### src/rtl/imem_pkg.sv
// Shared types and constants for the instruction-memory image loader.
package imem_pkg;

   typedef enum logic [2:0] {
      IDLE,
      LEN0,
      LEN1,
      DATA,
      CSUM,
      DONE,
      ERR
   } loader_state_t;

   localparam logic [31:0] IMEM_BASE  = 32'hBFC00000;
   localparam int unsigned IMEM_BYTES = 4096;
   localparam int unsigned OFF_WIDTH  = 13;

endpackage

### src/rtl/imem_loader.sv
// Streams a length-prefixed, XOR-checksummed image into the instruction memory and
// holds the CPU in reset until a verified image is present.
module imem_loader
   import imem_pkg::*;
#(
   parameter logic [31:0] BASE_ADDR = IMEM_BASE,
   parameter int unsigned MAX_BYTES = IMEM_BYTES,
   parameter int unsigned LEN_WIDTH = 16
) (
   input  logic                 clk,
   input  logic                 rst,
   input  logic                 start,
   input  logic [7:0]           s_data,
   input  logic                 s_valid,
   output logic                 s_ready,
   output logic                 mem_we,
   output logic [31:0]          mem_addr,
   output logic [7:0]           mem_wdata,
   output logic                 cpu_hold,
   output logic                 load_done,
   output logic                 load_err,
   output logic [OFF_WIDTH-1:0] bytes_loaded
);

   loader_state_t        state_q, state_d;
   logic [LEN_WIDTH-1:0] len_q, len_d;
   logic [OFF_WIDTH-1:0] off_q, off_d;
   logic [7:0]           csum_q, csum_d;
   logic                 we_q, we_d;
   logic [31:0]          addr_q, addr_d;
   logic [7:0]           wdata_q, wdata_d;
   logic                 xfer;

   assign xfer = s_valid && s_ready;

   always_comb begin
      state_d = state_q;
      len_d   = len_q;
      off_d   = off_q;
      csum_d  = csum_q;
      we_d    = 1'b0;
      addr_d  = addr_q;
      wdata_d = wdata_q;
      s_ready = 1'b0;

      unique case (state_q)
         IDLE, DONE, ERR: begin
            if (start) begin
               state_d = LEN0;
               len_d   = '0;
               off_d   = '0;
               csum_d  = 8'h00;
            end
         end
         LEN0: begin
            s_ready = 1'b1;
            if (xfer) begin
               len_d   = LEN_WIDTH'(s_data);
               state_d = LEN1;
            end
         end
         LEN1: begin
            s_ready = 1'b1;
            if (xfer) begin
               len_d = len_q | (LEN_WIDTH'(s_data) << 8);
               if (32'(len_d) > MAX_BYTES) begin
                  state_d = ERR;
               end else if (len_d == '0) begin
                  state_d = CSUM;
               end else begin
                  state_d = DATA;
               end
            end
         end
         DATA: begin
            s_ready = 1'b1;
            if (xfer) begin
               we_d    = 1'b1;
               wdata_d = s_data;
               addr_d  = BASE_ADDR + 32'(off_q);
               csum_d  = csum_q ^ s_data;
               off_d   = off_q + 1'b1;
               // off_d now counts bytes written; equal to N means the last byte just went out.
               if (LEN_WIDTH'(off_d) == len_q) begin
                  state_d = CSUM;
               end
            end
         end
         CSUM: begin
            s_ready = 1'b1;
            if (xfer) begin
               state_d = (s_data == csum_q) ? DONE : ERR;
            end
         end
         default: state_d = IDLE;
      endcase
   end

   always_ff @(posedge clk or posedge rst) begin
      if (rst) begin
         state_q <= IDLE;
         len_q   <= '0;
         off_q   <= '0;
         csum_q  <= 8'h00;
         we_q    <= 1'b0;
         addr_q  <= BASE_ADDR;
         wdata_q <= 8'h00;
      end else begin
         state_q <= state_d;
         len_q   <= len_d;
         off_q   <= off_d;
         csum_q  <= csum_d;
         we_q    <= we_d;
         addr_q  <= addr_d;
         wdata_q <= wdata_d;
      end
   end

   assign mem_we       = we_q;
   assign mem_addr     = addr_q;
   assign mem_wdata    = wdata_q;
   assign cpu_hold     = (state_q != DONE);
   assign load_done    = (state_q == DONE);
   assign load_err     = (state_q == ERR);
   assign bytes_loaded = off_q;

endmodule

### config.mk
export PLATFORM = sky130hd
export DESIGN_NAME = imem_loader
export DESIGN_NICKNAME = d
export VERILOG_FILES = /design/src/rtl/imem_pkg.sv /design/src/rtl/imem_loader.sv
export SDC_FILE = /design/constraint.sdc
export NUM_CORES = 1
export LEC_CHECK = 0
export CORE_MARGIN = 2
export CORE_UTILIZATION = 50
export CTS_CLUSTER_DIAMETER = 200
export DETAILED_ROUTE_END_ITERATION = 16
export PLACE_DENSITY = 0.78
export SLEW_MARGIN = 20
export SYNTH_ARGS = -nofsm -noshare
export SYNTH_HDL_FRONTEND = slang
export SYNTH_SLANG_ARGS = --single-unit
### constraint.sdc
create_clock -name clk -period 6.7 [get_ports clk]
set_clock_uncertainty 0.2 [all_clocks]
set_input_delay 1.34 -clock clk [delete_from_list [all_inputs] [get_ports clk]]
set_output_delay 1.34 -clock clk [all_outputs]
set_load 0.005 [all_outputs]
# --- Word-level counts from Yosys, hierarchy flattened ---
# Index checks and enable logic that the tools add are counted.
# W data, S select, Z words.
classes:
  addsub: 2
  order_cmp: 1
  n_eq_ne: 15
  mux: 23
  bitwise: 2
  reduce_logical: 11
op_table:
  columns: ["cell", "count"]
  rows:
  - ["$mux W16", 3]
  - ["$pmux W16 S3", 1]
  - ["$add A32 B13 Y32 const A", 1]
  - ["$mux W13", 2]
  - ["$pmux W13 S2", 1]
  - ["$mux W3", 8]
  - ["$eq A13 B16 Y1", 1]
  - ["$gt A16 B13 Y1 const B", 1]
  - ["$logic_not A16 Y1", 1]
  - ["$mux W8", 2]
  - ["$or A16 B16 Y16", 1]
  - ["$pmux W8 S2", 1]
  - ["$pmux W3 S5", 1]
  - ["$add A13 B1 Y13 const B", 1]
  - ["$ne A2 B2 Y1 const B", 6]
  - ["$eq A3 B3 Y1 const B", 3]
  - ["$eq A8 B8 Y1", 1]
  - ["$xor A8 B8 Y8", 1]
  - ["$eq A3 B2 Y1 const B", 2]
  - ["$reduce_and A6 Y1", 1]
  - ["$reduce_and A4 Y1", 1]
  - ["$reduce_or A4 Y1", 1]
  - ["$eq A3 B1 Y1 const B", 1]
  - ["$logic_not A3 Y1", 1]
  - ["other kinds (9)", 11]
word_totals:
  register_bits: 81
  in_bits: 12
  output_inout_bits: 58
  elab_cells: 61

# --- Depth between registers and ports, before layout ---
logic_depth:
  word_depth: 6
  ltp_mapped: 8
  depth_no_buf: 7

# --- Least setup slack after synthesis ---
# Ideal clock, no wire load.
synth_path:
  path_type: "in2reg"
  start: "input port s_valid"
  end: "register len_q[10]"
  setup_time_ns: 0.138
  arrival_time_ns: 2.628
  required_ns: 6.362
  slack_ns: 3.734
  cell_stages: 7
  path_buffers: 2
  cell_sequence: "clkbuf_1 -> inv_1 -> o21ai_0 -> a22o_1 -> clkbuf_1 -> a21boi_1 -> nor2_1"
synth_via:
  elab_chain_cells: 3
  word_cells_on_any_way: 4
  classes_between: "eq/ne (2); reduce/logical (2)"
synth_rtl:
  columns: ["element", "line", "rtl"]
  rows:
  - ["from (decl)", "imem_loader.sv:14", "input logic s_valid,"]
  - ["$logic_and A1 B1 Y1 (*)", "imem_loader.sv:34", "assign xfer = s_valid && s_ready;"]
  - ["$ne A2 B2 Y1 (no line)", null, null]
  - ["$reduce_and A4 Y1 (no line) (*)", null, null]
  - ["to (signal assigned)", "imem_loader.sv:110", "len_q <= len_d;"]
  - ["to (decl)", "imem_loader.sv:26", "logic [LEN_WIDTH-1:0] len_q, len_d;"]
# Every way passes the cells marked *; elsewhere a longest branch is shown, timed or not.
# A chain may end at the register's enable or synchronous reset.

# --- Worst setup path in the final report ---
layout_path:
  start: "input port s_valid"
  end: "register csum_q[0]"
layout_via:
  elab_chain_cells: 3
layout_rtl:
  columns: ["element", "line", "rtl"]
  rows:
  - ["$logic_and A1 B1 Y1", "imem_loader.sv:34", null]
  - ["$ne A2 B2 Y1 (no line)", null, null]
  - ["$reduce_and A3 Y1 (no line)", null, null]
  - ["to (signal assigned)", "imem_loader.sv:112", "csum_q <= csum_d;"]
  - ["to (decl)", "imem_loader.sv:28", "logic [7:0] csum_q, csum_d;"]
# Every way passes these cells.

==> impl_metrics.tcl <==
set metrics [dict create \
    yosysTopAreaCell "dfrtp_1" \
    cp.arrival_ns 3.90 \
    ctsHoldBuffers 0 \
    ctsResizeCount 0 \
    grt_overflow 0 \
    drt_wl_total_mm 7.36 \
    max-vdd-ir-drop_uv 212 \
    synth_flop_cell "dfrtp_1" \
    synth_area_per_cell_um2 8.72 \
    ys_seq_area_share_pct 46.1 \
    synth.most_common_cell "nand2_1" \
    drive_gt1_share_pct 6.47 \
    timing.final.ws_setup_ns 2.87 \
    row_count 29 \
    cts_buffer_depth 2 \
    critical_path.startpoint_type "primary input" \
    synth-seq-cells 62 \
    hold_viol 0 \
    fmax_mhz 261 \
    cp.required_ns 6.77 \
    grt_pass1_wl_mm 12.6 \
    worstPathMaxFanout 50 \
    setup_viol_count_final 0 \
    cts_tree "yes" \
    drv_cap 0 \
    htree_levels 3 \
    cts_setup_buffers 0 \
    pin_count 70 \
    min_period_over_period_pct 57.1 \
    yosysWarnings 0 \
    portBuffers 50 \
    wl_per_cell_um 14.4 \
    rsz0062_at_grt "false" \
    synth_cell_type_count 44 \
    clk_pin_slew_worst_paths_ns 0.08 \
    track_usage_pct 21.5 \
    root_buffer "clkbuf_8" \
    die_h_um 86.0 \
    via_per_inst 5.45 \
    syn-cell-area_mm2 0.00337 \
    final_nets 441 \
    syn_inst 386 \
    slew_headroom_pct 32.3 \
    slew_violations 0 \
    critPathKind "in -> reg" \
    status "finished clean" \
    synthTopCellsByArea "dfrtp_1 (46%), nand2_1 (8.3%), o21ai_0 (5.5%)" \
    drtAntennaViolNets 0 \
    vias 2780 \
    clkLatencyLatePin_ns 0.36 \
    regToRegSetupSlack_ns 3.62 \
    grt_pass1_vias 2682 \
    totalNegativeSetupSlack_ns 0 \
    initialDrtViolationCount 185 \
    dieArea_mm2 0.00740 \
    power.leakage_nw 1.91 \
    dp_hpwl_mm 5.08 \
    cts.sinks 62 \
    tightest_slew_ns 1.01 \
    grt_max_degree 63 \
    synth_edf_count 0 \
    hp-class "reg -> reg" \
    synth_top_area_share_pct 46.1 \
    core_mm2 0.00642 \
    cts_buffers 9 \
    area_growth_pct 20.6 \
    route.detailed.drc 0 \
    dieWidth_um 86.0 \
    finalPower_mw 1.50 \
    synth_commonest_cells "nand2_1 (74), dfrtp_1 (62), nor2_1 (37), o21ai_0 (37), buf_4 (21)" \
    synthArstFlopShare_pct 100 \
    antenna_found_initial 0 \
    powerDensity_mw_per_mm2 369 \
    cp-end-kind "flip-flop" \
    first_pass_iters 4 \
    post-place-ws_ns 2.56 \
    routabilityCongestion 0.841 \
    diodes 0 \
    min_period_ns 3.83 \
    start_util_pct 52.4 \
]
==> cell type report <==
| cell class | count | area (um^2) |
|---|---|---|
| fillers | 556 | 2360 |
| multi-input cells | 294 | 1630 |
| flip-flops and latches | 62 | 1550 |
| repair buffers | 53 | 523 |
| clock buffers | 10 | 138 |
| well taps | 77 | 96.3 |
| clock inverters | 6 | 93.8 |
| inverters | 8 | 30.0 |
==> power by group <==
group / total [mW] / switching, mW / internal [mW]
Clock: 0.377 / 0.155 / 0.222
Combinational: 0.537 / 0.277 / 0.259
Sequential: 0.585 / 0.113 / 0.472
==> flip-flops by register name (all words and copies together), names as in the netlist <==
| name | count |
|---|---|
| bytes_loaded | 13 |
| mem_we | 1 |
| csum_q | 8 |
| state_q | 3 |
| mem_wdata | 8 |
| mem_addr | 13 |
| len_q | 16 |
==> layer usage <==
layer	part of all wire (%)	global-route usage, %	wire length, um	vias to the layer above
li1	-	-	-	1378
met1	44	28.2	3240	1315
met2	50	34.5	3660	79
met3	5.2	5.39	379	8
met4	1.0	8.08	75	0
met5	0	0	0	-
==> worst max-delay path, cell delays in order <==
cell	delay [ns]
clkdlybuf4s50_1	0.53
nand3_2	0.12
buf_4	0.45
inv_2	0.34
a21oi_1	0.58
buf_4	0.30
o21ai_0	0.11
o21ai_0	0.10
==> layout by cell type, fill, tap and decap left out, types with 3 or more instances in the layout <==
cell type,synthesis,final
nor2b_1,4,4
a21oi_1,15,15
xnor2_1,8,8
dfrtp_1,62,62
nor2_1,37,37
clkdlybuf4s50_1,0,50
and3_1,7,7
nand3b_1,3,3
o31ai_1,5,5
inv_1,7,6
o21ai_0,37,37
nor4_1,7,7
conb_1,2,19
clkbuf_8,0,10
xor2_1,17,17
o21ai_1,4,4
nand2_1,74,74
nand4_1,6,6
buf_4,21,3
a22o_1,10,10
nor3_1,9,9
nand3_1,8,7
==> worst paths after layout <==
| path | startpoint | endpoint | cells after the start |
|---|---|---|---|
| worst max-delay path | s_valid | csum_q[0] | 8 |
| worst min-delay path | mem_addr[6] | mem_addr[6] | 2 |
| worst max register to register | state_q[2] | csum_q[0] | 8 |
| worst min register to register | mem_addr[6] | mem_addr[6] | 2 |
| max in group asynchronous | rst | bytes_loaded[4] | 3 |
| min in group asynchronous | rst | mem_wdata[2] | 3 |
==> stage by stage <==
step	std cells	hold WS, ns	cell area (um^2)	util [%]
final	510	0.276	4060	63.2
after global routing	510	0.301	4060	63.2
after CTS	510	0.282	4060	63.2
after detailed placement	494	0.263	3830	59.6
after global placement	494	0.259	3830	59.6
after floorplan	403	0.263	3430	-
==> kinds of logic (layout without fill, tap and decap cells) <==
| family | after synthesis | in the layout | share of synthesized area, % |
|---|---|---|---|
| compound gates | 83 | 83 | 15.2 |
| xor+xnor | 26 | 26 | 7.17 |
| fa+ha+maj | 2 | 2 | 0.669 |
| buf+inv | 47 | 77 | 7.66 |
| flops | 62 | 62 | 46.1 |
| mux | 2 | 2 | 0.595 |
| other cells | 2 | 19 | 0.223 |
| simple gates | 162 | 162 | 22.3 |
(Power assumes the default switching activity.)
